[src/rtl/regfile_pkg.sv]
// Shared constants and helpers for the register file with integrated scoreboard.
// Packed multi-port buses are sliced via port_lsb so all users agree on the layout.
package regfile_pkg;

    localparam int REG_ZERO       = 0;
    localparam int DEF_DATA_WIDTH = 32;
    localparam int DEF_ADDR_WIDTH = 5;

    // Low bit index of port k within a packed bus of width-bit fields.
    function automatic int port_lsb(input int k, input int width);
        return k * width;
    endfunction

endpackage

[src/rtl/regfile_sb_scoreboard.sv]
// Per-register busy tracking: reserves destinations on issue and releases them on
// writeback, refusing WAW issues and keeping a registered count of busy registers.
module regfile_sb_scoreboard
    import regfile_pkg::*;
#(
    parameter int ADDR_WIDTH = DEF_ADDR_WIDTH
) (
    input  logic                        clk,
    input  logic                        rst,
    input  logic                        wr_en,
    input  logic [ADDR_WIDTH-1:0]       wr_addr,
    input  logic                        iss_en,
    input  logic [ADDR_WIDTH-1:0]       iss_addr,
    output logic [(2**ADDR_WIDTH)-1:0]  busy,
    output logic                        iss_ok,
    output logic [ADDR_WIDTH:0]         busy_cnt
);

    localparam int DEPTH = 2 ** ADDR_WIDTH;

    logic [DEPTH-1:0]  busy_r;
    logic [DEPTH-1:0]  busy_nxt_s;
    logic [ADDR_WIDTH:0] cnt_r;
    logic [ADDR_WIDTH:0] cnt_nxt_s;
    logic              iss_ok_s;
    logic              dec_s;

    // Acceptance uses the pre-edge busy state; an accepted issue wins over a same-register clear.
    always_comb begin
        iss_ok_s   = iss_en && (iss_addr != ADDR_WIDTH'(REG_ZERO)) && !busy_r[iss_addr];
        dec_s      = wr_en && busy_r[wr_addr];
        busy_nxt_s = busy_r;
        for (int r = 0; r < DEPTH; r++) begin
            busy_nxt_s[r] = (iss_ok_s && (iss_addr == ADDR_WIDTH'(r))) ? 1'b1 :
                            ((wr_en && (wr_addr == ADDR_WIDTH'(r))) ? 1'b0 : busy_r[r]);
        end
        case ({iss_ok_s, dec_s})
            2'b10:   cnt_nxt_s = cnt_r + (ADDR_WIDTH+1)'(1);
            2'b01:   cnt_nxt_s = cnt_r - (ADDR_WIDTH+1)'(1);
            default: cnt_nxt_s = cnt_r;
        endcase
    end

    // Busy vector and count state.
    always_ff @(posedge clk) begin
        if (rst) begin
            busy_r <= {DEPTH{1'b0}};
            cnt_r  <= {(ADDR_WIDTH+1){1'b0}};
        end else begin
            busy_r <= busy_nxt_s;
            cnt_r  <= cnt_nxt_s;
        end
    end

    assign busy     = busy_r;
    assign iss_ok   = iss_ok_s;
    assign busy_cnt = cnt_r;

endmodule

[src/rtl/regfile_sb.sv]
// Multi-read-port register file (r0 hard-wired to zero) with optional write-to-read
// bypass and a busy-bit scoreboard used by decode for RAW stalls and WAW refusal.
module regfile_sb
    import regfile_pkg::*;
#(
    parameter int DATA_WIDTH = DEF_DATA_WIDTH,
    parameter int ADDR_WIDTH = DEF_ADDR_WIDTH,
    parameter int NUM_RD     = 2,
    parameter int BYPASS     = 1
) (
    input  logic                         clk,
    input  logic                         rst,
    input  logic [NUM_RD*ADDR_WIDTH-1:0] rd_addr,
    output logic [NUM_RD*DATA_WIDTH-1:0] rd_data,
    output logic [NUM_RD-1:0]            rd_busy,
    input  logic                         wr_en,
    input  logic [ADDR_WIDTH-1:0]        wr_addr,
    input  logic [DATA_WIDTH-1:0]        wr_data,
    input  logic                         iss_en,
    input  logic [ADDR_WIDTH-1:0]        iss_addr,
    output logic                         iss_ok,
    output logic [ADDR_WIDTH:0]          busy_cnt
);

    localparam int DEPTH = 2 ** ADDR_WIDTH;

    logic [DATA_WIDTH-1:0] regs_r [DEPTH];
    logic [DEPTH-1:0]      busy_s;

    regfile_sb_scoreboard #(
        .ADDR_WIDTH (ADDR_WIDTH)
    ) u_scoreboard (
        .clk      (clk),
        .rst      (rst),
        .wr_en    (wr_en),
        .wr_addr  (wr_addr),
        .iss_en   (iss_en),
        .iss_addr (iss_addr),
        .busy     (busy_s),
        .iss_ok   (iss_ok),
        .busy_cnt (busy_cnt)
    );

    // Storage array; r0 is never written so its reads stay zero even without the read-side guard.
    always_ff @(posedge clk) begin
        if (rst) begin
            for (int i = 0; i < DEPTH; i++) begin
                regs_r[i] <= {DATA_WIDTH{1'b0}};
            end
        end else if (wr_en && (wr_addr != ADDR_WIDTH'(REG_ZERO))) begin
            regs_r[wr_addr] <= wr_data;
        end
    end

    for (genvar k = 0; k < NUM_RD; k++) begin : g_rd
        logic [ADDR_WIDTH-1:0] addr_s;
        logic                  hit_s;
        logic [DATA_WIDTH-1:0] data_s;
        logic                  busy_k_s;

        assign addr_s = rd_addr[port_lsb(k, ADDR_WIDTH) +: ADDR_WIDTH];
        assign hit_s  = (BYPASS != 0) && wr_en && (wr_addr == addr_s);

        // Forwarded writeback data is already valid, so the port reports not-busy.
        always_comb begin
            if (addr_s == ADDR_WIDTH'(REG_ZERO)) begin
                data_s   = {DATA_WIDTH{1'b0}};
                busy_k_s = 1'b0;
            end else if (hit_s) begin
                data_s   = wr_data;
                busy_k_s = 1'b0;
            end else begin
                data_s   = regs_r[addr_s];
                busy_k_s = busy_s[addr_s];
            end
        end

        assign rd_data[port_lsb(k, DATA_WIDTH) +: DATA_WIDTH] = data_s;
        assign rd_busy[k]                                     = busy_k_s;
    end

endmodule

[config.mk]
export PLATFORM = sky130hd
export DESIGN_NAME = regfile_sb
export DESIGN_NICKNAME = d
export VERILOG_FILES = /design/src/rtl/regfile_pkg.sv /design/src/rtl/regfile_sb_scoreboard.sv /design/src/rtl/regfile_sb.sv
export SDC_FILE = /design/constraint.sdc
export NUM_CORES = 2
export LEC_CHECK = 0
export CELL_PAD_IN_SITES_DETAIL_PLACEMENT = 0
export CELL_PAD_IN_SITES_GLOBAL_PLACEMENT = 1
export CORE_ASPECT_RATIO = 0.5
export CORE_UTILIZATION = 48
export CTS_CLUSTER_SIZE = 14
export DETAILED_ROUTE_END_ITERATION = 10
export HOLD_SLACK_MARGIN = 0.08
export PLACE_DENSITY_LB_ADDON = 0.1
export SYNTH_ARGS = -nofsm -noshare
export SYNTH_HDL_FRONTEND = slang
export SYNTH_SLANG_ARGS = --single-unit
[constraint.sdc]
create_clock -name clk -period 4.7 [get_ports clk]
set_input_delay 1.41 -clock clk [delete_from_list [all_inputs] [get_ports clk]]
set_output_delay 1.41 -clock clk [all_outputs]
set_load 0.05 [all_outputs]
# After elaboration in Yosys (flattened, before gate mapping)
# Memory sizes are Yosys's and may differ from the RTL's.
# Cells that the tools add are included.
dict set report totals {
  register_bits 38
  ramBits 1024
  in_bits 56
  output_inout_bits 73
  elab_cells 306
  n_memories 1
}
# name words word_bits rd rd_ports_with_merged_regs wr line_no
set mem_list {}
lappend mem_list {regs_r 32 32 2 0 32 regfile_sb.sv:27} ;# logic [DATA_WIDTH-1:0] regs_r [DEPTH];
dict set report classes {
  add_sub_neg 2
  magnitude_cmp 4
  eq_ne 66
  mux 89
  n_reduce_logical 111
}
# cell count
set op_table {}
lappend op_table {{5-bit equality test (second input constant)} 32}
lappend op_table {{32-bit 2-to-1 mux} 5}
lappend op_table {{5-bit by 4-bit equality test with 1-bit output (second input constant)} 16}
lappend op_table {{1-bit 2-to-1 mux} 78}
lappend op_table {{1-bit logical AND} 70}
lappend op_table {{2-bit nonzero test} 33}
lappend op_table {{5-bit by 3-bit equality test with 1-bit output (second input constant)} 8}
lappend op_table {{32-bit OR reduction} 1}
lappend op_table {{5-bit by 6-bit less-than comparator with 1-bit output (second input constant)} 4}
lappend op_table {{1-bit binary-select mux with 5-bit select} 4}
lappend op_table {{5-bit by 2-bit equality test with 1-bit output (second input constant)} 4}
lappend op_table {{5-bit zero test} 4}
lappend op_table {{6-bit case mux with 2 select lines} 1}
lappend op_table {{5-bit by 1-bit equality test with 1-bit output (second input constant)} 2}
lappend op_table {{5-bit equality test} 2}
lappend op_table {{5-bit nonzero test} 2}
lappend op_table {{6-bit by 1-bit adder with 6-bit output (second input constant)} 1}
lappend op_table {{6-bit by 1-bit subtractor with 6-bit output (second input constant)} 1}
lappend op_table {{5-bit 2-to-1 mux} 1}
lappend op_table {{2-bit by 1-bit equality test with 1-bit output (second input constant)} 1}
lappend op_table {{2-bit equality test (second input constant)} 1}
lappend op_table {{1-bit zero test} 1}

# Longest topological paths before layout
dict set report logic_depth {
  depth_word 7
  mapped_depth 13
  depth_no_buf 12
}

# By module
# Synthesis repeated with hierarchy kept, for this count alone.
dict set report hier_totals {
  cells_unflattened 3960
  hier_area_um2 57734.1
}
# module instances cells_per_inst area_each_um2 seq_area_each_um2
set modules_own_cells {}
lappend modules_own_cells {regfile_sb 1 3691 55346.8 30749.5}
lappend modules_own_cells {regfile_sb_scoreboard 1 269 2387.3 760.7}

# Worst setup path after synthesis
# OpenSTA, ideal clock, no wires.
dict set report synth_timing {
  kind {input to output}
  startpoint {input port wr_addr[0]}
  endpoint {output port rd_data[14]}
  t_arrival_ns 4.164
  t_required_ns 3.290
  slack_ns -0.874
  stages 7
  path_buffers 2
  path_cell_list {buf_2 xnor2_1 nand4_2 or2_2 buf_2 and4_1 nor4_1}
}
dict set report synth_between {
  elab_chain_len 4
}
# item line_no
set synth_lines {}
lappend synth_lines {{from (decl)} regfile_sb.sv:17} ;# input logic [ADDR_WIDTH-1:0] wr_addr,
lappend synth_lines {{5-bit equality test} regfile_sb.sv:62} ;# assign hit_s = (BYPASS != 0) && wr_en && (wr_addr == addr_s);
lappend synth_lines {{1-bit logical AND} regfile_sb.sv:62}
lappend synth_lines {{32-bit 2-to-1 mux} regfile_sb.sv:69} ;# end else if (hit_s) begin
lappend synth_lines {{32-bit 2-to-1 mux} regfile_sb.sv:66} ;# if (addr_s == ADDR_WIDTH'(REG_ZERO)) begin
lappend synth_lines {{to (decl)} regfile_sb.sv:14} ;# output logic [NUM_RD*DATA_WIDTH-1:0] rd_data,
# Every way passes these cells.

# Worst setup path in the final report
dict set report layout_timing {
  startpoint {input port rd_addr[5]}
  endpoint {output port rd_data[49]}
}
dict set report layout_between {
  elab_chain_len 4
  elab_cells_between_ends 6
  classes_between {eq/ne: 1; mux: 2; reduce/logical: 2; memory: 1}
}
# item line_no
set layout_lines {}
lappend layout_lines {{from (decl)} regfile_sb.sv:13} ;# input logic [NUM_RD*ADDR_WIDTH-1:0] rd_addr,
lappend layout_lines {{branches (longest 3 deep; another with memory read 32 x 32 bit)} --}
lappend layout_lines {{32-bit 2-to-1 mux *} regfile_sb.sv:66}
# Every way passes the cells marked *.

==> impl_metrics.toml <==
[run_status]
outcome = "finished with violations"
violations = "negative setup slack"

[placement]
port-buffer-count = 128
place_ws_ns = -0.673
gp_congestion = 1.03
dp_hpwl_mm = 173
dp.cells = 6271

[logic_synthesis]
synth-seq-cells = 1062
ys_warn_count = 0
syn_area_sq_mm = 0.0586
syn_area_per_cell_sq_um = 13.9
netlist_instances = 4203
synth-main-ff-cell = "edfxtp_1"
synth.distinct_cells = 80
async_flop_share_pct = 0
synth_edf_count = 1024
ys_seq_area_share_pct = 53.8

[power]
p_leak_uw = 0.0275
power_density_mw_per_mm2 = 329
vdd_drop_max_uv = 224

[timing]
fin_ws_ns = -0.273
setup_violations = 64
rsz0062_at_grt = "yes"
hold_viol_final = 0
fin_skew_ns = 0.00895
hold_slack_ns = 0.499
fmax_ghz = 0.201
fin_crit_sh_pct = 106
slew_violations = 0
fin_crit_ns = 4.97
relSlewSlack_pct = 15.2
tightest_slew_ns = 1.27

[final_layout]
n_fill_cell = 8890
areaGrowthSynthToFinish_pct = 30.9
stdcell_count = 6621
nNetsFinal = 4981
drive_gt1_share_pct = 41.3
final_cell_mix = "1024 x edfxtp_1, 782 x and2_1, 606 x buf_4"
register_area_sq_mm = 0.0315
final_common_cell = "edfxtp_1"
multi_input_area_sq_mm = 0.0279

[worst_setup_path]
end_kind = "primary output"
slowest_stage = "mux4_2"
critPathMaxStageDelay_ns = 0.51
crit_family = "buffers and inverters"
cp.arrival_ns = 3.56
cp_max_fo = 7
path_buf_inv = 7
timing_worst_setup_path_type = "input pin to primary output"
critPathRequiredTime_ns = 3.29
path_cells = "buf_16 > buf_16 > buf_16 > buf_6 > mux4_2 > o22ai_2 > buf_6 > nor3_2 > nor3_2 > buf_4 > nor2_2 > buf_12"
crit_path_frequent_cell = "buf_16"
startpoint_type = "input pin"

[global_routing]
grt_util_all_layers_pct = 40.4
grt_pass1_vias = 42600
grt_pass1_wl_mm = 342
grt_overflow = 0
grt_max_degree = 63
antenna_found_initial = 25

[drt]
drc = 0
avgRoutedWirePerCell_um = 38.4
dr.pass1.iters = 6
routed_wl_mm = 254
routed-via-count = 45500
drt_iter0_markers = 7770
ant_nets = 0
viasPerCell = 6.87

[worst_hold_path]
min-delay-path-class = "flop to flop"

[clock_network]
clkTransAtPathRegs_ns = 0.06
htreeDepth = 3
cts_tree = "yes"
clockRootBuffer = "clkbuf_16"
cts.sinks = 1062
numCtsBuffers = 102
clk_latency_ns = 0.72
clock_path_buffers = 3

[floorplanning]
placementRows = 90
die_y_um = 249
boundaryPins = 129
fp.coreArea_sq_mm = 0.121
dieArea_sq_mm = 0.124
dieWidth_um = 496
start_util_pct = 48.5

[flow_run]
cap_violations = 0
==> area by class of cell <==
cell class,instances,area share (%)
repair buffers,1026,15.5
inverters,24,0.117
well taps,1610,2.63
diodes,9,0.0294
multi-input cells,2703,36.3
clock buffers,128,3.52
clock inverters,59,0.752
flip-flops and latches,1062,41.1
==> synth_stat cells, types with 20 or more instances <==
master	n	area share, %
edfxtp_1	1024	52
and2_1	788	8.4
mux4_2	437	17
clkbuf_1	273	1.7
nor3_1	265	2.3
mux2i_1	187	3.2
nand2_1	99	0.63
buf_2	87	0.74
o22ai_1	78	0.83
mux2_2	76	1.5
nor2_1	76	0.49
a21oi_1	74	0.63
o21ai_0	69	0.59
o221ai_1	66	0.99
a22oi_1	52	0.67
a221oi_1	41	0.61
dfxtp_1	38	1.3
buf_4	36	0.46
nand3_1	35	0.30
buf_6	32	0.62
inv_1	24	0.15
o21bai_1	22	0.28
nor2b_1	20	0.21
or2_2	20	0.21
==> what timing repair did <==
action | 4_1_cts | 5_1_grt
endpoints found under the setup margin | 67 | 67
setup buffers | 76 | 90
resized for setup | 473 | 281
cloned | 25 | 9
hold buffers | 0 | 0
pin swaps | 105 | 154
==> logic make-up after synthesis <==
kind of cell	synth area share [%]
other	0.00640
multiplexers	21.5
buffers and inverters	3.92
flip-flops	53.8
AND/OR/NAND/NOR	13.7
AO/OA/AOI/OAI	6.77
XOR/XNOR	0.209
adder cells (fa/ha/maj)	0.141
==> metrics by stage <==
step | instance area, sq um | utilization [%] | power (uW) | setup TNS (ns)
3_3_place_gp | 68000 | 56.2 | 15900 | -27.58
3_5_place_dp | 68000 | 56.2 | 16000 | -27.27
2_1_floorplan | 59200 | - | 13500 | -0.856
6_report | 76700 | 63.5 | 25300 | -8.83
4_1_cts | 74700 | 61.9 | 24800 | -7.44
5_1_grt | 76700 | 63.5 | 25700 | -9.49
==> path summary, 6_finish.rpt <==
check / startpoint / endpoint / slack (ns) / cells past startpoint
min reg2reg: u_scoreboard.busy[0]$_SDFFE_PP0P_ / u_scoreboard.busy[0]$_SDFFE_PP0P_ / 0.50 / 2
max: rd_addr[5] / rd_data[49] / -0.27 / 12
max reg2reg: u_scoreboard.busy[26]$_SDFFE_PP0P_ / u_scoreboard.busy_cnt[5]$_SDFFE_PP0P_ / 1.45 / 10
min: u_scoreboard.busy[0]$_SDFFE_PP0P_ / u_scoreboard.busy[0]$_SDFFE_PP0P_ / 0.50 / 2
==> report_power, final <==
part	switching [uW]	internal, uW	total, uW
Sequential	278	10900	11200
Clock	3930	4670	8600
Combinational	3080	2420	5500
Total	7280	18000	25300
==> sequential cells by signal, indices dropped and copies added (netlist names) <==
| name | count |
|---|---|
| regs_r | 1024 |
| u_scoreboard.busy | 32 |
| u_scoreboard.busy_cnt | 6 |
==> worst reg2reg max path, cell delays in order (launching register included) <==
cell and delay [ns]:
dfxtp_1 0.38, mux4_2 0.49, mux4_2 0.48, a22o_1 0.29
ha_1 0.28, ha_1 0.29, a21o_1 0.17, a21oi_1 0.24
o21ai_0 0.13, and4_1 0.20, o21ba_2 0.20
==> per-layer routing <==
layer	part of all wire (%)	wire, um	GRT usage [%]
met4	2.5	6320	9.10
met3	19	47500	21.3
met2	40	100000	52.6
met5	0.0087	22	0
met1	39	99800	59.0
Power figures use the tool's default switching activity.
